## src/rtl/lq_agen_sched.sv

```systemverilog
// Address-generation scheduler: arbitrates three requesters onto one
// two-stage EA adder (operand latch, then byte-wise carry-select sums).
module lq_agen_sched #(
    parameter int EA_WIDTH  = 64,
    parameter int TAG_WIDTH = 4
) (
    input  logic                  clk,
    input  logic                  rst_b,
    input  logic                  flush,
    input  logic                  req0_val,
    input  logic                  req1_val,
    input  logic                  req2_val,
    output logic                  req0_rdy,
    output logic                  req1_rdy,
    output logic                  req2_rdy,
    input  logic [0:EA_WIDTH-1]   req0_base,
    input  logic [0:EA_WIDTH-1]   req0_offset,
    input  logic [0:EA_WIDTH-1]   req1_base,
    input  logic [0:EA_WIDTH-1]   req1_offset,
    input  logic [0:EA_WIDTH-1]   req2_base,
    input  logic [0:EA_WIDTH-1]   req2_offset,
    input  logic                  req0_mode32,
    input  logic                  req1_mode32,
    input  logic                  req2_mode32,
    input  logic [TAG_WIDTH-1:0]  req0_tag,
    input  logic [TAG_WIDTH-1:0]  req1_tag,
    input  logic [TAG_WIDTH-1:0]  req2_tag,
    output logic                  out_val,
    input  logic                  out_rdy,
    output logic [0:EA_WIDTH-1]   out_ea,
    output logic                  out_co,
    output logic [1:0]            out_src,
    output logic [TAG_WIDTH-1:0]  out_tag
);

    localparam int NB = EA_WIDTH / 8;

    // Operand latch (S1)
    logic                 s1_v_q, s1_v_d;
    logic [0:EA_WIDTH-1]  s1_base_q, s1_base_d;
    logic [0:EA_WIDTH-1]  s1_off_q, s1_off_d;
    logic                 s1_m32_q, s1_m32_d;
    logic [TAG_WIDTH-1:0] s1_tag_q, s1_tag_d;
    logic [1:0]           s1_src_q, s1_src_d;

    // Byte sums (S2); byte 0 is the most significant byte
    logic                 s2_v_q, s2_v_d;
    logic [7:0]           s2_sum0_q [NB];
    logic [7:0]           s2_sum0_d [NB];
    logic [7:0]           s2_sum1_q [NB];
    logic [7:0]           s2_sum1_d [NB];
    logic [0:NB-1]        s2_c0_q, s2_c0_d;
    logic [0:NB-1]        s2_c1_q, s2_c1_d;
    logic                 s2_m32_q, s2_m32_d;
    logic [TAG_WIDTH-1:0] s2_tag_q, s2_tag_d;
    logic [1:0]           s2_src_q, s2_src_d;

    // rr_q = 0 prefers req1, 1 prefers req2
    logic                 rr_q, rr_d;

    logic                 s1_adv;
    logic                 s1_open;
    logic                 carry;

    assign s1_adv   = !s2_v_q || out_rdy;
    assign s1_open  = (!s1_v_q || s1_adv) && !flush;
    assign req0_rdy = s1_open && req0_val;
    assign req1_rdy = s1_open && !req0_val && req1_val && (!req2_val || !rr_q);
    assign req2_rdy = s1_open && !req0_val && req2_val && (!req1_val || rr_q);

    always_comb begin
        // NOTE: every output of this block gets a default first, so no path infers a latch.
        s1_v_d    = s1_v_q;
        s1_base_d = s1_base_q;
        s1_off_d  = s1_off_q;
        s1_m32_d  = s1_m32_q;
        s1_tag_d  = s1_tag_q;
        s1_src_d  = s1_src_q;
        rr_d      = rr_q;
        if (req0_rdy) begin
            s1_v_d    = 1'b1;
            s1_base_d = req0_base;
            s1_off_d  = req0_offset;
            s1_m32_d  = req0_mode32;
            s1_tag_d  = req0_tag;
            s1_src_d  = 2'd0;
        end else if (req1_rdy) begin
            s1_v_d    = 1'b1;
            s1_base_d = req1_base;
            s1_off_d  = req1_offset;
            s1_m32_d  = req1_mode32;
            s1_tag_d  = req1_tag;
            s1_src_d  = 2'd1;
            rr_d      = 1'b1;
        end else if (req2_rdy) begin
            s1_v_d    = 1'b1;
            s1_base_d = req2_base;
            s1_off_d  = req2_offset;
            s1_m32_d  = req2_mode32;
            s1_tag_d  = req2_tag;
            s1_src_d  = 2'd2;
            rr_d      = 1'b0;
        end else if (s1_adv) begin
            s1_v_d = 1'b0;
        end
        if (flush) begin
            s1_v_d = 1'b0;
        end
    end

    always_comb begin
        s2_v_d    = s2_v_q;
        s2_sum0_d = s2_sum0_q;
        s2_sum1_d = s2_sum1_q;
        s2_c0_d   = s2_c0_q;
        s2_c1_d   = s2_c1_q;
        s2_m32_d  = s2_m32_q;
        s2_tag_d  = s2_tag_q;
        s2_src_d  = s2_src_q;
        if (s1_adv) begin
            s2_v_d = s1_v_q;
            if (s1_v_q) begin
                for (int i = 0; i < NB; i++) begin
                    {s2_c0_d[i], s2_sum0_d[i]} = 9'(s1_base_q[8*i +: 8]) + 9'(s1_off_q[8*i +: 8]);
                    {s2_c1_d[i], s2_sum1_d[i]} = 9'(s1_base_q[8*i +: 8]) + 9'(s1_off_q[8*i +: 8]) + 9'd1;
                end
                s2_m32_d = s1_m32_q;
                s2_tag_d = s1_tag_q;
                s2_src_d = s1_src_q;
            end
        end
        if (flush) begin
            s2_v_d = 1'b0;
        end
    end

    // Carry-select resolve: walk from the least-significant byte toward byte 0
    always_comb begin
        carry  = 1'b0;
        out_ea = '0;
        for (int i = NB - 1; i >= 0; i--) begin
            out_ea[8*i +: 8] = carry ? s2_sum1_q[i] : s2_sum0_q[i];
            carry            = carry ? s2_c1_q[i] : s2_c0_q[i];
        end
        out_co = carry;
        if (s2_m32_q) begin
            out_ea[0:31] = '0;
        end
    end

    assign out_val = s2_v_q;
    assign out_src = s2_src_q;
    assign out_tag = s2_tag_q;

    always_ff @(posedge clk) begin
        // NOTE: sequential state uses non-blocking assignments so all flops update together.
        if (!rst_b) begin
            s1_v_q   <= 1'b0;
            s2_v_q   <= 1'b0;
            rr_q     <= 1'b0;
            s2_c0_q  <= '0;
            s2_c1_q  <= '0;
            s2_m32_q <= 1'b0;
            s2_tag_q <= '0;
            s2_src_q <= '0;
            for (int i = 0; i < NB; i++) begin
                s2_sum0_q[i] <= '0;
                s2_sum1_q[i] <= '0;
            end
        end else begin
            s1_v_q    <= s1_v_d;
            s2_v_q    <= s2_v_d;
            rr_q      <= rr_d;
            s2_sum0_q <= s2_sum0_d;
            s2_sum1_q <= s2_sum1_d;
            s2_c0_q   <= s2_c0_d;
            s2_c1_q   <= s2_c1_d;
            s2_m32_q  <= s2_m32_d;
            s2_tag_q  <= s2_tag_d;
            s2_src_q  <= s2_src_d;
        end
    end

    // NOTE: S1 payload is qualified by s1_v_q, so it needs no reset.
    always_ff @(posedge clk) begin
        s1_base_q <= s1_base_d;
        s1_off_q  <= s1_off_d;
        s1_m32_q  <= s1_m32_d;
        s1_tag_q  <= s1_tag_d;
        s1_src_q  <= s1_src_d;
    end

endmodule

```

## config.mk

```make
export PLATFORM = sky130hd
export DESIGN_NAME = lq_agen_sched
export DESIGN_NICKNAME = d
export VERILOG_FILES = /design/src/rtl/lq_agen_sched.sv
export SDC_FILE = /design/constraint.sdc
export NUM_CORES = 1
export LEC_CHECK = 0
export ABC_AREA = 1
export ABC_CLOCK_PERIOD_IN_PS = 10200
export CORE_MARGIN = 2
export CORE_UTILIZATION = 29
export DETAILED_ROUTE_END_ITERATION = 6
export GPL_TIMING_DRIVEN = 1
export PLACE_DENSITY = 0.52
export SLEW_MARGIN = 5
export SYNTH_ARGS = -nofsm -noshare
export SYNTH_HDL_FRONTEND = slang
export SYNTH_SLANG_ARGS = --single-unit
```

## constraint.sdc

```tcl
create_clock -name clk -period 10.2 [get_ports clk]
set_input_delay 2.04 -clock clk [delete_from_list [all_inputs] [get_ports clk]]
set_output_delay 2.04 -clock clk [all_outputs]
set_load 0.02 [all_outputs]
```

==> impl_metrics.yaml <==
setup_path:
  worst_setup_path_end_kind: "primary output"
  arrival_ns: 4.18
  path_buf_inv: 4
  critical_path_class: "in -> out"
  cpLargestDelayFamily: "buffers and inverters"
  crit_path_frequent_cell: "clkdlybuf4s50_1"
  crit_slowest_cell: "clkdlybuf4s50_1"
  crit_fanout: 54
  path_depth: 8
  cpPeakStageDelay_ns: 0.71
  cp-start-kind: "input port"
  regToRegEndpoint: "s1_base_q[31]$_DFFE_PP_"
  crit_start: "out_rdy"
  cp_cell_sequence: "clkdlybuf4s50_1 -> inv_1 -> nand3_1 -> nand3b_1 -> nor2_1 -> nand2_1 -> inv_4 -> clkdlybuf4s50_1"
  reg2reg_depth: 8
  crit_required_ns: 8.16
  r2r_setup_slack_ns: 7.18
  reg2reg_from: "s1_v_q$_SDFFE_PP0P_"
  endpoint: "req1_rdy"
sta:
  tightest_slew_ns: 1.03
  grt_setup_unrepaired: "false"
  fmax_ghz: 0.161
  slew_headroom_pct: 31.2
  fin_skew_ns: 0.0179
  min_period_ns: 6.22
  slew_violations: 0
  setup_viol_count_final: 0
  holdWs_ns: 0.461
  totalNegativeSetupSlack_ns: 0
  timing.final.crit_share_pct: 61.0
  hold_violations: 0
routing:
  first_iter_violations: 849
  vias: 15700
  drc_errors: 0
  routedWlPerCell_um: 15.3
  viasPerCell: 4.55
  wl_um: 53000
  dr.pass1.iters: 5
  detail-route-antenna-nets: 0
die:
  boundaryPins: 481
  core_um2: 56100
  start_util_pct: 29.2
  rows: 87
  dieArea_um2: 58300
  dieWidth_um: 242
  die_h_um: 242
hold_path:
  hold_path.class: "reg -> reg"
synthesis:
  synth_common_cells: "nand2_1, inv_1, nand3_1"
  synthesis.area_um2: 16400
  seq_area_frac_synth_pct: 42.4
  synth.distinct_cells: 36
  yosys-top-cells-area: "edfxtp_1, dfxtp_1, nand2_1"
  synth_edf_count: 133
  syn_avg_cell_area_um2: 7.27
  synth_most_common_cell: "nand2_1"
  ys_ff_latch: 280
  ys_warn_count: 0
  synth_top_area_share_pct: 24.4
  netlist_instances: 2250
  yosysTopAreaCell: "edfxtp_1"
  syn_nets: 2735
  synth-async-reset-ratio_pct: 0
  ys.flop_type: "dfxtp_1"
global_route:
  grt_pass1_wl_um: 82700
  grt_max_degree: 93
  grt_overflow_total: 0
  grt.total_usage_pct: 17.7
  grt_pass1_vias: 15200
  antenna_found_initial: 1
pwr:
  switching_share_pct: 29.8
  combPwrFrac_pct: 25.7
  p_total_mw: 3.36
  p_int_mw: 2.36
  pwr-share-seq_pct: 38.7
  pwr-share-clk_pct: 35.6
  worst_ir_drop_vdd_mv: 0.0848
  p_sw_mw: 1.00
  powerDensity_nw_per_um2: 147
  p_leak_nw: 10.2
cts:
  cts_resized: 0
  hold_buffers: 0
  root_buffer: "clkbuf_16"
  cts.sinks: 280
  clk_latency_ns: 0.54
  cts_tree: "yes"
  cts_max_path_buffers: 3
  htreeDepth: 2
  clkTransAtPathRegs_ns: 0.06
  post_cts_buffers: 0
  cts_made_buffers: 35
finish:
  layout.nets: 3156
  layout-drive-gt1-share_pct: 3.27
  area_delta_synth_final_pct: 39.6
  n_antenna_cell: 0
  final_core_util_pct: 40.8
place:
  post-dp-hpwl_um: 40400
  gp_routability_congestion: 0.810
  portBuffers: 480
job:
  max_cap_viol_count: 0
status:
  outcome: "finished clean"
[how the worst min path moves through the flow]
stage                               startpoint                    endpoint  cells past startpoint
floorplan             s1_src_q[0]$_SDFFE_PP0P_     out_src[0]$_SDFFE_PN0P_                      2
global placement    s2_sum0_q[57]$_SDFFE_PN0P_  s2_sum0_q[57]$_SDFFE_PN0P_                      2
detailed placement    s1_src_q[1]$_SDFFE_PP0P_    s1_src_q[1]$_SDFFE_PP0P_                      2
CTS                 s2_sum1_q[16]$_SDFFE_PN0P_  s2_sum1_q[16]$_SDFFE_PN0P_                      2
global route        s2_sum1_q[32]$_SDFFE_PN0P_  s2_sum1_q[32]$_SDFFE_PN0P_                      2
finish              s2_sum0_q[57]$_SDFFE_PN0P_  s2_sum0_q[57]$_SDFFE_PN0P_                      2
[layout make-up]
type	instances	area (um^2)
fill	5756	33200
multi-input combinational	1598	7990
sequential	280	6940
timing repair buffer	489	4870
inverter	267	1010
clock buffer	47	971
tap	756	946
clock inverter	14	126
[kinds of logic (layout without fill, tap and decap cells)]
logic type / count (synthesis) / after routing / synth area share, %
xor+xnor: 45 / 45 / 2.41
simple gates: 1151 / 1151 / 29.3
fa+ha+maj: 79 / 79 / 6.41
flops: 280 / 280 / 42.4
buf+inv: 372 / 817 / 8.89
mux: 2 / 2 / 0.138
compound gates: 321 / 321 / 10.4
[power groups by stage]
stage          Combinational (mW)  Sequential [mW]  Clock [mW]
2_1_floorplan               0.507             1.32           0
3_3_place_gp                0.864             1.33           0
3_5_place_dp                0.871             1.33           0
4_1_cts                     0.876             1.30        1.24
5_1_grt                     0.973             1.31        1.29
6_report                    0.864             1.30        1.20
[worst reg2reg max path, delay by kind of cell (launching register included)]
| kind | cells | cell delay, ns |
|---|---|---|
| buffers and inverters | 2 | 0.94 |
| DFF | 1 | 0.33 |
| and+or+nand+nor | 6 | 1.31 |
[through the flow]
step	setup WS (ns)	std cells	area (um^2)
floorplan	3.88	2250	16400
CTS	3.98	3451	22800
finish	3.98	3451	22800
global placement	3.98	3390	21700
detailed placement	3.99	3390	21700
global route	3.81	3451	22800
[layout by cell type, fill, tap and decap left out, types with 3 or more instances in the layout]
cell type / Yosys / routed
nand2_4: 3 / 5
inv_4: 0 / 4
clkdlybuf4s50_1: 0 / 479
o21ai_0: 141 / 141
nor2_1: 173 / 173
clkbuf_8: 0 / 5
a21o_1: 9 / 9
o211ai_1: 21 / 21
or2_2: 3 / 3
dfxtp_1: 147 / 147
edfxtp_1: 133 / 133
nand4_1: 14 / 14
ha_1: 71 / 71
nand2_2: 4 / 4
nand3_2: 5 / 5
a31oi_1: 8 / 8
xor2_1: 31 / 31
xnor2_1: 14 / 14
clkbuf_1: 77 / 7
inv_1: 262 / 261
fa_1: 8 / 8
clkinv_1: 0 / 3
clkinv_2: 0 / 6
buf_4: 8 / 9
clkbuf_16: 0 / 35
nand2_1: 697 / 695
a21oi_1: 135 / 135
nand3_1: 236 / 236
nand3b_1: 13 / 13
[state kept, by name, indices dropped and copies added, names as in the netlist]
signal     flops
out_ea         8
out_src        2
out_tag        4
out_val        1
rr_q           1
s1_base_q     64
s1_m32_q       1
s1_off_q      64
s1_src_q       2
s1_tag_q       4
s1_v_q         1
s2_c0_q        8
s2_c1_q        7
s2_m32_q       1
s2_sum0_q     56
s2_sum1_q     56
[routing by layer]
metal | GRT usage, % | wire length (um) | up-vias
li1 | - | - | 8130
met3 | 3.20 | 2340 | 63
met5 | 0 | 0 | -
met2 | 30.3 | 25400 | 329
met1 | 23.1 | 24100 | 7183
met4 | 4.55 | 1140 | 0
(Power assumes the default switching activity.)
